### src/rtl/pipe_stall_ctrl_if.sv
// pipe_stall_ctrl_if: hazard/redirect/busy inputs and per-stage enable outputs of the pipeline sequencer
interface pipe_stall_ctrl_if #(parameter int CNT_W = 16);
  logic             hazard_i;
  logic             br_taken_i;
  logic             imem_busy_i;
  logic             dmem_busy_i;
  logic             halt_dec_i;
  logic             pc_en_o;
  logic             ifid_en_o;
  logic             ifid_flush_o;
  logic             idex_en_o;
  logic             idex_bubble_o;
  logic             exmem_en_o;
  logic             memwb_en_o;
  logic             halted_o;
  logic             stall_err_o;
  logic [CNT_W-1:0] stall_cnt_o;
  logic [CNT_W-1:0] flush_cnt_o;
  modport master (
    output hazard_i, br_taken_i, imem_busy_i, dmem_busy_i, halt_dec_i,
    input  pc_en_o, ifid_en_o, ifid_flush_o, idex_en_o, idex_bubble_o,
           exmem_en_o, memwb_en_o, halted_o, stall_err_o, stall_cnt_o, flush_cnt_o
  );
  modport slave (
    input  hazard_i, br_taken_i, imem_busy_i, dmem_busy_i, halt_dec_i,
    output pc_en_o, ifid_en_o, ifid_flush_o, idex_en_o, idex_bubble_o,
           exmem_en_o, memwb_en_o, halted_o, stall_err_o, stall_cnt_o, flush_cnt_o
  );
endinterface

### src/rtl/pipe_stall_ctrl.sv
// pipe_stall_ctrl: five-stage pipeline sequencer producing latch enables, flush/bubble, halt drain and stall statistics
module pipe_stall_ctrl #(
  parameter int DRAIN_CYC = 3,
  parameter int MAX_STALL = 64,
  parameter int CNT_W     = 16
) (
  input logic              clk,
  input logic              rst,
  pipe_stall_ctrl_if.slave bus
);
  localparam int DR_W = $clog2(DRAIN_CYC + 1);
  localparam int WD_W = $clog2(MAX_STALL + 1);
  typedef enum logic [1:0] {RUN, DRAIN, HALTED} state_t;
  state_t           state_q, state_d;
  logic [DR_W-1:0]  drain_q, drain_d;
  logic [WD_W-1:0]  wd_q, wd_d;
  logic             err_q, err_d;
  logic [CNT_W-1:0] stall_cnt_q, stall_cnt_d, flush_cnt_q, flush_cnt_d;
  logic             run, frz, red, hz_sel, halt_sel;
  logic [6:0]       en;
  assign run      = state_q == RUN;
  assign frz      = state_q != HALTED && bus.dmem_busy_i;
  assign red      = state_q != HALTED && !bus.dmem_busy_i && bus.br_taken_i;
  assign hz_sel   = run && !bus.dmem_busy_i && !bus.br_taken_i && !bus.imem_busy_i && bus.hazard_i;
  assign halt_sel = run && !bus.dmem_busy_i && !bus.br_taken_i && !bus.imem_busy_i && !bus.hazard_i && bus.halt_dec_i;
  always_ff @(posedge clk or posedge rst) begin
    if (rst) begin
      state_q     <= RUN;
      drain_q     <= '0;
      wd_q        <= '0;
      err_q       <= 1'b0;
      stall_cnt_q <= '0;
      flush_cnt_q <= '0;
    end else begin
      state_q     <= state_d;
      drain_q     <= drain_d;
      wd_q        <= wd_d;
      err_q       <= err_d;
      stall_cnt_q <= stall_cnt_d;
      flush_cnt_q <= flush_cnt_d;
    end
  end
  always_comb begin
    state_d = state_q;
    drain_d = drain_q;
    case (state_q)
      RUN:     if (halt_sel) begin
                 state_d = DRAIN;
                 drain_d = DR_W'(DRAIN_CYC - 1);
               end
      DRAIN:   if (red) state_d = RUN;
               else if (!frz) begin
                 state_d = drain_q == '0 ? HALTED : DRAIN;
                 drain_d = drain_q == '0 ? drain_q : drain_q - 1'b1;
               end
      default: state_d = HALTED;
    endcase
    wd_d        = hz_sel ? (wd_q == WD_W'(MAX_STALL) ? wd_q : wd_q + 1'b1)
                : (run && !bus.dmem_busy_i) ? '0 : wd_q;
    err_d       = err_q || wd_d == WD_W'(MAX_STALL);
    stall_cnt_d = hz_sel && !(&stall_cnt_q) ? stall_cnt_q + 1'b1 : stall_cnt_q;
    flush_cnt_d = red && !(&flush_cnt_q) ? flush_cnt_q + 1'b1 : flush_cnt_q;
  end
  // en = {pc, ifid, ifid_flush, idex, idex_bubble, exmem, memwb}
  always_comb begin
    en = state_q == HALTED    ? 7'b0000000
       : frz                  ? 7'b0000000
       : red                  ? 7'b1111111
       : state_q == DRAIN     ? 7'b0001111
       : bus.imem_busy_i      ? 7'b0111011
       : bus.hazard_i         ? 7'b0001111
       : bus.halt_dec_i       ? 7'b0001011
       :                        7'b1101011;
  end
  assign {bus.pc_en_o, bus.ifid_en_o, bus.ifid_flush_o, bus.idex_en_o,
          bus.idex_bubble_o, bus.exmem_en_o, bus.memwb_en_o} = en;
  assign bus.halted_o    = state_q == HALTED;
  assign bus.stall_err_o = err_q;
  assign bus.stall_cnt_o = stall_cnt_q;
  assign bus.flush_cnt_o = flush_cnt_q;
endmodule

### src/flat_wrapper.sv
// flat-port wrapper written by rule: the top's interface ports become plain ports
module pipe_stall_ctrl_flat 
#(
  parameter int DRAIN_CYC = 3,
  parameter int MAX_STALL = 64,
  parameter int CNT_W     = 16
)
  (clk, rst, bus_hazard_i, bus_br_taken_i, bus_imem_busy_i, bus_dmem_busy_i, bus_halt_dec_i, bus_pc_en_o, bus_ifid_en_o, bus_ifid_flush_o, bus_idex_en_o, bus_idex_bubble_o, bus_exmem_en_o, bus_memwb_en_o, bus_halted_o, bus_stall_err_o, bus_stall_cnt_o, bus_flush_cnt_o);
  pipe_stall_ctrl_if #(.CNT_W(CNT_W)) bus_i ();
  input logic clk;
  input logic rst;
  input wire logic [$bits(bus_i.hazard_i)-1:0] bus_hazard_i;
  input wire logic [$bits(bus_i.br_taken_i)-1:0] bus_br_taken_i;
  input wire logic [$bits(bus_i.imem_busy_i)-1:0] bus_imem_busy_i;
  input wire logic [$bits(bus_i.dmem_busy_i)-1:0] bus_dmem_busy_i;
  input wire logic [$bits(bus_i.halt_dec_i)-1:0] bus_halt_dec_i;
  output wire logic [$bits(bus_i.pc_en_o)-1:0] bus_pc_en_o;
  output wire logic [$bits(bus_i.ifid_en_o)-1:0] bus_ifid_en_o;
  output wire logic [$bits(bus_i.ifid_flush_o)-1:0] bus_ifid_flush_o;
  output wire logic [$bits(bus_i.idex_en_o)-1:0] bus_idex_en_o;
  output wire logic [$bits(bus_i.idex_bubble_o)-1:0] bus_idex_bubble_o;
  output wire logic [$bits(bus_i.exmem_en_o)-1:0] bus_exmem_en_o;
  output wire logic [$bits(bus_i.memwb_en_o)-1:0] bus_memwb_en_o;
  output wire logic [$bits(bus_i.halted_o)-1:0] bus_halted_o;
  output wire logic [$bits(bus_i.stall_err_o)-1:0] bus_stall_err_o;
  output wire logic [$bits(bus_i.stall_cnt_o)-1:0] bus_stall_cnt_o;
  output wire logic [$bits(bus_i.flush_cnt_o)-1:0] bus_flush_cnt_o;
  assign bus_i.hazard_i = bus_hazard_i;
  assign bus_i.br_taken_i = bus_br_taken_i;
  assign bus_i.imem_busy_i = bus_imem_busy_i;
  assign bus_i.dmem_busy_i = bus_dmem_busy_i;
  assign bus_i.halt_dec_i = bus_halt_dec_i;
  assign bus_pc_en_o = bus_i.pc_en_o;
  assign bus_ifid_en_o = bus_i.ifid_en_o;
  assign bus_ifid_flush_o = bus_i.ifid_flush_o;
  assign bus_idex_en_o = bus_i.idex_en_o;
  assign bus_idex_bubble_o = bus_i.idex_bubble_o;
  assign bus_exmem_en_o = bus_i.exmem_en_o;
  assign bus_memwb_en_o = bus_i.memwb_en_o;
  assign bus_halted_o = bus_i.halted_o;
  assign bus_stall_err_o = bus_i.stall_err_o;
  assign bus_stall_cnt_o = bus_i.stall_cnt_o;
  assign bus_flush_cnt_o = bus_i.flush_cnt_o;
  pipe_stall_ctrl #(.DRAIN_CYC(DRAIN_CYC), .MAX_STALL(MAX_STALL), .CNT_W(CNT_W)) u_core (.clk(clk), .rst(rst), .bus(bus_i));
endmodule
### config.mk
export PLATFORM = sky130hd
export DESIGN_NAME = pipe_stall_ctrl_flat
export DESIGN_NICKNAME = d
export VERILOG_FILES = /design/src/rtl/pipe_stall_ctrl_if.sv /design/src/rtl/pipe_stall_ctrl.sv /design/src/flat_wrapper.sv
export SDC_FILE = /design/constraint.sdc
export NUM_CORES = 1
export LEC_CHECK = 0
export ABC_CLOCK_PERIOD_IN_PS = 3100
export CORE_AREA = 2 2 70 72
export DETAILED_ROUTE_END_ITERATION = 10
export DIE_AREA = 0 0 72 74
export GPL_TIMING_DRIVEN = 1
export PLACE_DENSITY_LB_ADDON = 0.3
export SLEW_MARGIN = 20
export SYNTH_ARGS = -nofsm -noshare
export SYNTH_HDL_FRONTEND = slang
export SYNTH_SLANG_ARGS = --single-unit
### constraint.sdc
create_clock -name clk -period 3.1 [get_ports clk]
set_input_delay 0.62 -clock clk [delete_from_list [all_inputs] [get_ports clk]]
set_output_delay 0.62 -clock clk [all_outputs]
set_load 0.02 [all_outputs]
==> impl_results.rst, run 1 <==
.. list-table::
   :header-rows: 1

   * - Metric
     - Value
   * - Run status
     - complete, no violations
   * - Wire length of the first global-routing pass
     - 8450 microns
   * - Final Hold Vio Count
     - 0
   * - Dpl hpwl
     - 3580 microns
   * - Proportion of power drawn by the clock network
     - 22.8%
   * - IR drop worst, VDD
     - 0.430 mV
   * - R2R cell count
     - 5
   * - Yosys warning total
     - 0
   * - Path class of the lowest-slack min-delay path
     - register to register
   * - Total wire length
     - 4950 microns
   * - Growth of design area from synthesis to finish
     - 26.0%
   * - Number of optimization iterations in the first detailed-route pass
     - 4
   * - Switching power of the nets
     - 0.000655 W
   * - Logic pwr share
     - 35.8%
   * - Setup TNS
     - 0 ns
   * - Largest cells by area after synthesis
     - sky130_fd_sc_hd__dfrtp_1 (46%), sky130_fd_sc_hd__xnor2_1 (6.2%), sky130_fd_sc_hd__nor2_1 (3.9%), sky130_fd_sc_hd__nand3_1 (3.3%), sky130_fd_sc_hd__xor2_1 (2.9%)
   * - Core area
     - 4600 sq um
   * - Largest area contributor in the netlist
     - sky130_fd_sc_hd__dfrtp_1
   * - Later-pin clock latency in the skew report
     - 0.29 ns
   * - Global router's overall resource usage
     - 20.1%
   * - Antenna violations before repair
     - 0
   * - Final weighted congestion in routability-driven placement
     - 0.779
   * - Number of nets with antenna violations after routing
     - 0
   * - Layout cells sized above 1
     - 8.25%
   * - Post-CTS resize count
     - 0
   * - Critical path data required time
     - 2.48 ns
   * - Mapped cell area
     - 2420 sq um
   * - Gate count after technology mapping
     - 250
   * - Maximum clock insertion buffer count
     - 2
   * - DRC
     - 0
   * - Setup repair after global routing missed its margin
     - no
   * - Data arrival time of the critical path
     - 2.33 ns
   * - Top cell type's share of synthesized area
     - 45.5%
   * - Total of fill cells in the finished design
     - 357
   * - Clock Skews
     - 0.00560 ns
   * - Total clock buffers created by CTS
     - 5
   * - CP Launch Point
     - bus_hazard_i
   * - # nets final
     - 314
   * - Max-Cap Viols
     - 0
   * - Source of the worst hold timing path
     - u_core.drain_q[0]
   * - Leak Pwr
     - 1.35 nW
   * - Buffers inserted during post-CTS setup optimization
     - 0
   * - Top flip-flop cell by instance count after synthesis
     - sky130_fd_sc_hd__dfrtp_1
   * - Net count after synthesis
     - 262
   * - Reg2reg start
     - u_core.state_q[0]
   * - Final Slew Violations
     - 0
   * - CTS tree
     - built
   * - Vias per cell
     - 5.68
   * - Die X-Extent
     - 72 microns
   * - Destination of the worst register-to-register timing path
     - u_core.bus.stall_err_o
   * - Count of buffers from port buffering
     - 47
   * - Hold_ws
     - 0.489 ns
   * - Die outline height
     - 74 microns
   * - Worst setup slack for register-to-register paths
     - 1.09 ns
   * - Part of the cycle the worst path needs
     - 95.3%
   * - Master cell of the clock root buffer
     - sky130_fd_sc_hd__clkbuf_8
   * - Minimum period implied by the final worst setup slack
     - 2.95 ns
   * - Register bit count reported by yosys
     - 44
   * - Cell Pwr Density
     - 613 nW/um^2
   * - F_max
     - 339 MHz
   * - Clock sink count
     - 44
   * - Leading post-synthesis cells by instance count
     - sky130_fd_sc_hd__dfrtp_1 (44), sky130_fd_sc_hd__nor2_1 (25), sky130_fd_sc_hd__nand2_1 (18), sky130_fd_sc_hd__xnor2_1 (17), sky130_fd_sc_hd__nand3_1 (16)
   * - Overflow after GRT
     - 0
   * - N_diodes
     - 0
   * - Tightest slew margin relative to the limit
     - 60.7%
   * - Number of failing setup endpoints in the final timing report
     - 0
   * - Cell depth of the worst min-delay path
     - 1
   * - Count leader, synth
     - sky130_fd_sc_hd__dfrtp_1
   * - Sw Share
     - 35.0%
   * - Placement Rows
     - 25
   * - Routed wire per std cell
     - 13.9 microns
   * - Die Area
     - 5330 sq um
   * - Transition time of the tightest slew-check pin
     - 0.585 ns
   * - Internal
     - 0.00122 W
   * - Ys async rst share
     - 100%
   * - I/O pin cnt
     - 48
   * - Clock Pin Slew Worst Setup and Hold Paths
     - 0.08 ns
   * - Maximum fanout along the worst path
     - 6
   * - Post-Syn Area per Cell
     - 9.68 sq um
   * - Flop pwr share
     - 41.4%
   * - Via Count
     - 2027
   * - H-tree level count
     - 2
   * - Crit path capture type
     - output pin
   * - Number of enable flip-flop cells after synthesis
     - 0
   * - Critical path startpoint category
     - input port
   * - Pin count of the biggest net entering global routing
     - 45
   * - Post-synthesis sequential area ratio
     - 45.5%
   * - Hold bufs inserted after CTS
     - 0
   * - Path type of the worst setup path
     - input port to output pin
   * - Initial core utilization
     - 52.6%
   * - Yosys cell types
     - 50
   * - Number of global-route vias before repair
     - 1883
   * - Hold Path End
     - u_core.drain_q[0]
   * - Drt first-iter violations
     - 190
power by group through the flow:
stage,registers (W),clock network [W],logic (W)
finish,0.000775,0.000426,0.000669
global route,0.000791,0.000462,0.000736
CTS,0.000773,0.000435,0.000677
detailed placement,0.000782,0,0.000674
global placement,0.000780,0,0.000663
floorplan,0.000844,0,0.000347
worst max-delay path by stage:
stage,end,slack (ns),cells past startpoint
detailed placement,bus_idex_bubble_o,0.15,6
global route,bus_idex_bubble_o,0.05,6
finish,bus_idex_bubble_o,0.15,5
CTS,bus_idex_bubble_o,0.15,5
floorplan,bus_idex_bubble_o,1.03,4
global placement,bus_idex_bubble_o,0.18,5
cell usage in the layout (no fill, tap or decap), types with 11 or more instances in the layout:
| cell type | instances |
|---|---|
| sky130_fd_sc_hd__clkdlybuf4s50_1 | 47 |
| sky130_fd_sc_hd__dfrtp_1 | 44 |
| sky130_fd_sc_hd__inv_1 | 15 |
| sky130_fd_sc_hd__nand2_1 | 18 |
| sky130_fd_sc_hd__nand3_1 | 16 |
| sky130_fd_sc_hd__nor2_1 | 25 |
| sky130_fd_sc_hd__nor3_1 | 11 |
| sky130_fd_sc_hd__o21ai_0 | 12 |
| sky130_fd_sc_hd__xnor2_1 | 17 |
cells by family after synthesis:
| kind of cell | after synthesis | synth area share [%] |
|---|---|---|
| and+or+nand+nor | 111 | 25.3 |
| DFF | 44 | 45.5 |
| AOI/OAI and AO/OA | 37 | 10.2 |
| xor gates and xnor gates | 25 | 9.05 |
| buffers and inverters | 21 | 4.29 |
| muxes | 6 | 2.64 |
| adders and majority gates | 6 | 3.00 |
metal layers:
metal | up-vias | GRT usage [%] | part of all wire (%)
li1 | 984 | - | -
met1 | 997 | 28.4 | 47
met2 | 42 | 31.7 | 48
met3 | 4 | 4.47 | 3.8
met4 | 0 | 5.66 | 0.85
met5 | - | 0 | 0
state kept, by name (all words and copies together) (netlist names):
signal / count
u_core.bus.flush_cnt_o: 16
u_core.bus.stall_cnt_o: 16
u_core.wd_q: 7
u_core.drain_q: 2
u_core.state_q: 2
u_core.bus.stall_err_o: 1
metrics by stage:
step | instances | cell area [sq um] | utilization (%) | power (W) | setup WS [ns]
2_1_floorplan | 250 | 2420 | - | 0.00119 | 1.03
3_3_place_gp | 349 | 2940 | 63.9 | 0.00144 | 0.184
3_5_place_dp | 349 | 2940 | 63.9 | 0.00146 | 0.154
4_1_cts | 357 | 3050 | 66.3 | 0.00188 | 0.151
5_1_grt | 357 | 3050 | 66.3 | 0.00199 | 0.0513
6_report | 357 | 3050 | 66.3 | 0.00187 | 0.146
layout make-up:
| cell class | count | area [sq um] | share of cell area [%] |
|---|---|---|---|
| clock inverters | 2 | 35.0 | 1.15 |
| repair buffers | 51 | 500 | 16.4 |
| inverters | 15 | 56.3 | 1.85 |
| clock buffers | 6 | 72.6 | 2.38 |
| multi-input cells | 185 | 1210 | 39.9 |
| well taps | 54 | 67.6 | 2.22 |
| flip-flops and latches | 44 | 1100 | 36.1 |
critical path, cell delays in order:
cell                              delay [ns]
sky130_fd_sc_hd__clkdlybuf4s50_1        0.57
sky130_fd_sc_hd__a21oi_1                0.10
sky130_fd_sc_hd__maj3_1                 0.35
sky130_fd_sc_hd__nor2_1                 0.09
sky130_fd_sc_hd__clkdlybuf4s50_1        0.61
No activity file was read; power rests on OpenSTA's default activity.
==> inputs of run 2 (changes only) <==
--- a/config.mk
+++ b/config.mk
@@ -11,6 +11,7 @@
 export DIE_AREA = 0 0 72 74
 export GPL_TIMING_DRIVEN = 1
 export PLACE_DENSITY_LB_ADDON = 0.3
+export REMOVE_ABC_BUFFERS = 1
 export SLEW_MARGIN = 20
 export SYNTH_ARGS = -nofsm -noshare
 export SYNTH_HDL_FRONTEND = slang
==> impl_results.rst, run 2 (synthesis gave the netlist of run 1 again) <==
.. list-table::
   :header-rows: 1

   * - Metric
     - Value
   * - Run status
     - complete, no violations
   * - Dpl hpwl
     - 3720 microns (+3.8%)
   * - Post-CTS resize count
     - 0 (unchanged)
   * - Clock Pin Slew Worst Setup and Hold Paths
     - 0.09 ns (about the same)
   * - Total of fill cells in the finished design
     - 397 (+11%)
   * - Path type of the worst setup path
     - input port to output pin
   * - Leak Pwr
     - 1.36 nW (+0.28%)
   * - Number of nets with antenna violations after routing
     - 0 (unchanged)
   * - Setup TNS
     - 0 ns (unchanged)
   * - # nets final
     - 315 (+0.32%)
   * - Final weighted congestion in routability-driven placement
     - 0.817 (+4.8%)
   * - Number of failing setup endpoints in the final timing report
     - 0 (unchanged)
   * - Die outline height
     - 74 microns (unchanged)
   * - Data arrival time of the critical path
     - 2.31 ns (-0.02 ns)
   * - Global router's overall resource usage
     - 21.4% (+1.3 points)
   * - Maximum clock insertion buffer count
     - 2 (unchanged)
   * - Destination of the worst register-to-register timing path
     - u_core.bus.stall_err_o
   * - DRC
     - 0 (unchanged)
   * - H-tree level count
     - 2 (unchanged)
   * - Final Hold Vio Count
     - 0 (unchanged)
   * - CP max-delay cell
     - sky130_fd_sc_hd__clkdlybuf4s50_1
   * - Minimum period implied by the final worst setup slack
     - 2.93 ns (-0.0191 ns)
   * - Commonest cells after routing, fill and taps aside
     - sky130_fd_sc_hd__clkdlybuf4s50_1 (47), sky130_fd_sc_hd__dfrtp_1 (44), sky130_fd_sc_hd__nor2_1 (25), sky130_fd_sc_hd__nand2_1 (18), sky130_fd_sc_hd__xnor2_1 (17)
   * - Cell depth of the worst min-delay path
     - 1 (unchanged)
   * - Die X-Extent
     - 72 microns (unchanged)
   * - CP Launch Point
     - bus_hazard_i
   * - Critical path startpoint category
     - input port
   * - Reg2reg start
     - u_core.state_q[0]
   * - Growth of design area from synthesis to finish
     - 26.4%
   * - Master cell of the clock root buffer
     - sky130_fd_sc_hd__clkbuf_8
   * - Count of buffers from port buffering
     - 47 (unchanged)
   * - Transition time of the tightest slew-check pin
     - 0.601 ns (+0.0168 ns)
   * - Die Area
     - 5330 sq um (unchanged)
   * - Tightest slew margin relative to the limit
     - 59.5% (-1.1 points)
   * - Switching power of the nets
     - 0.000675 W (+3.1%)
   * - F_max
     - 341 MHz (+0.65%)
   * - Power consumption
     - 0.00189 W (+1.2%)
   * - Most common library cell in the layout ignoring fill and taps
     - sky130_fd_sc_hd__clkdlybuf4s50_1
   * - Pin count of the biggest net entering global routing
     - 45 (unchanged)
   * - Vias per cell
     - 5.61 (-1.3%)
   * - Part of the cycle the worst path needs
     - 94.7% (-0.62 points)
   * - Number of global-route vias before repair
     - 1970 (+4.6%)
   * - Crit path capture type
     - output pin
   * - Setup repair after global routing missed its margin
     - no
   * - Placement Rows
     - 25 (unchanged)
   * - Sw Share
     - 35.7% (+0.67 points)
   * - Total wire length
     - 5210 microns (+5.2%)
   * - Final Slew Violations
     - 0 (unchanged)
   * - Path class of the lowest-slack min-delay path
     - register to register
   * - Wire length of the first global-routing pass
     - 8920 microns (+5.6%)
   * - I/O pin cnt
     - 48 (unchanged)
   * - Cell Pwr Density
     - 619 nW/um^2 (+0.84%)
   * - Total clock buffers created by CTS
     - 5 (unchanged)
   * - Core area
     - 4600 sq um (unchanged)
   * - N_diodes
     - 0 (unchanged)
   * - Hold bufs inserted after CTS
     - 0 (unchanged)
   * - Later-pin clock latency in the skew report
     - 0.29 ns (about the same)
   * - CTS tree
     - built
   * - Maximum fanout along the worst path
     - 6 (unchanged)
   * - Logic pwr share
     - 36.0% (+0.2 points)
   * - Overflow after GRT
     - 0 (unchanged)
   * - Critical path data required time
     - 2.48 ns (about the same)
   * - Routed wire per std cell
     - 14.6 microns (+4.9%)
   * - Layout cells sized above 1
     - 8.88% (+0.63 points)
   * - Flop pwr share
     - 40.8% (-0.6 points)
   * - IR drop worst, VDD
     - 0.311 mV (-28%)
   * - Initial core utilization
     - 52.6% (unchanged)
   * - Buffers inserted during post-CTS setup optimization
     - 0 (unchanged)
   * - Internal
     - 0.00122 W (+0.16%)
   * - Number of optimization iterations in the first detailed-route pass
     - 4 (unchanged)
   * - Worst setup slack for register-to-register paths
     - 1.06 ns (-0.03 ns)
   * - Clock sink count
     - 44 (unchanged)
   * - Via Count
     - 2007 (-0.99%)
   * - Antenna violations before repair
     - 0 (unchanged)
   * - Critical path capture point
     - bus_idex_bubble_o
   * - Clock Skews
     - 0.00573 ns (+0.000128 ns)
   * - Highest cell delay on the worst timing path
     - 0.60 ns (about the same)
   * - Area occupied by registers
     - 1100 sq um (unchanged)
   * - Drt first-iter violations
     - 139 (-27%)
   * - Max-Cap Viols
     - 0 (unchanged)
   * - Critical path's most frequent cell
     - sky130_fd_sc_hd__clkdlybuf4s50_1
   * - Ordered list of cells on the worst path
     - clkdlybuf4s50_1, a21oi_1, maj3_1, nor2_1, clkdlybuf4s50_1
   * - Area taken by multi-input logic gates
     - 1210 sq um (unchanged)
   * - R2R cell count
     - 5 (unchanged)
   * - Proportion of power drawn by the clock network
     - 23.2% (+0.4 points)
run 2: how the worst min path moves through the flow:
stage	to	startpoint
floorplan	u_core.drain_q[0]	u_core.drain_q[0]
global placement	u_core.drain_q[0]	u_core.drain_q[0]
detailed placement	u_core.drain_q[0]	u_core.drain_q[0]
CTS	u_core.drain_q[0]	u_core.drain_q[0]
global route	u_core.drain_q[0]	u_core.drain_q[0]
finish	u_core.drain_q[0]	u_core.drain_q[0]
run 2: power groups by stage:
| stage | registers, W | clock network [W] | logic, W |
|---|---|---|---|
| 2_1_floorplan | 0.000844 | 0 | 0.000321 |
| 3_3_place_gp | 0.000784 | 0 | 0.000665 |
| 3_5_place_dp | 0.000784 | 0 | 0.000682 |
| 4_1_cts | 0.000773 | 0.000455 | 0.000688 |
| 5_1_grt | 0.000789 | 0.000476 | 0.000747 |
| 6_report | 0.000773 | 0.000439 | 0.000680 |
run 2: worst max-delay path, delay by kind of cell:
kind	cells	cell delay, ns
buf+inv	2	1.15
fa+ha+maj	1	0.35
compound gates	1	0.10
simple gates	1	0.09
run 2: cell type report:
cell class              instances  share of cell area, %
repair buffers                 52                   16.6
clock buffers                   5                   2.25
flip-flops and latches         44                   36.0
inverters                      15                   1.84
clock inverters                 3                   1.39
well taps                      54                   2.21
multi-input cells             185                   39.7
run 2: per-stage QoR:
step	std cells	utilization (%)	setup WS, ns	hold slack [ns]	cell area (sq um)
floorplan	244	-	1.13	0.451	2370
global placement	350	64.1	0.196	0.464	2950
detailed placement	350	64.1	0.159	0.466	2950
CTS	358	66.5	0.155	0.478	3060
global route	358	66.5	0.0766	0.514	3060
finish	358	66.5	0.165	0.472	3060
run 2: layer usage:
layer	track usage, %	vias up	wire (microns)
li1	-	987	-
met1	28.6	972	2400
met2	35.1	40	2530
met3	4.34	8	187
met4	7.55	0	91
met5	0	-	0
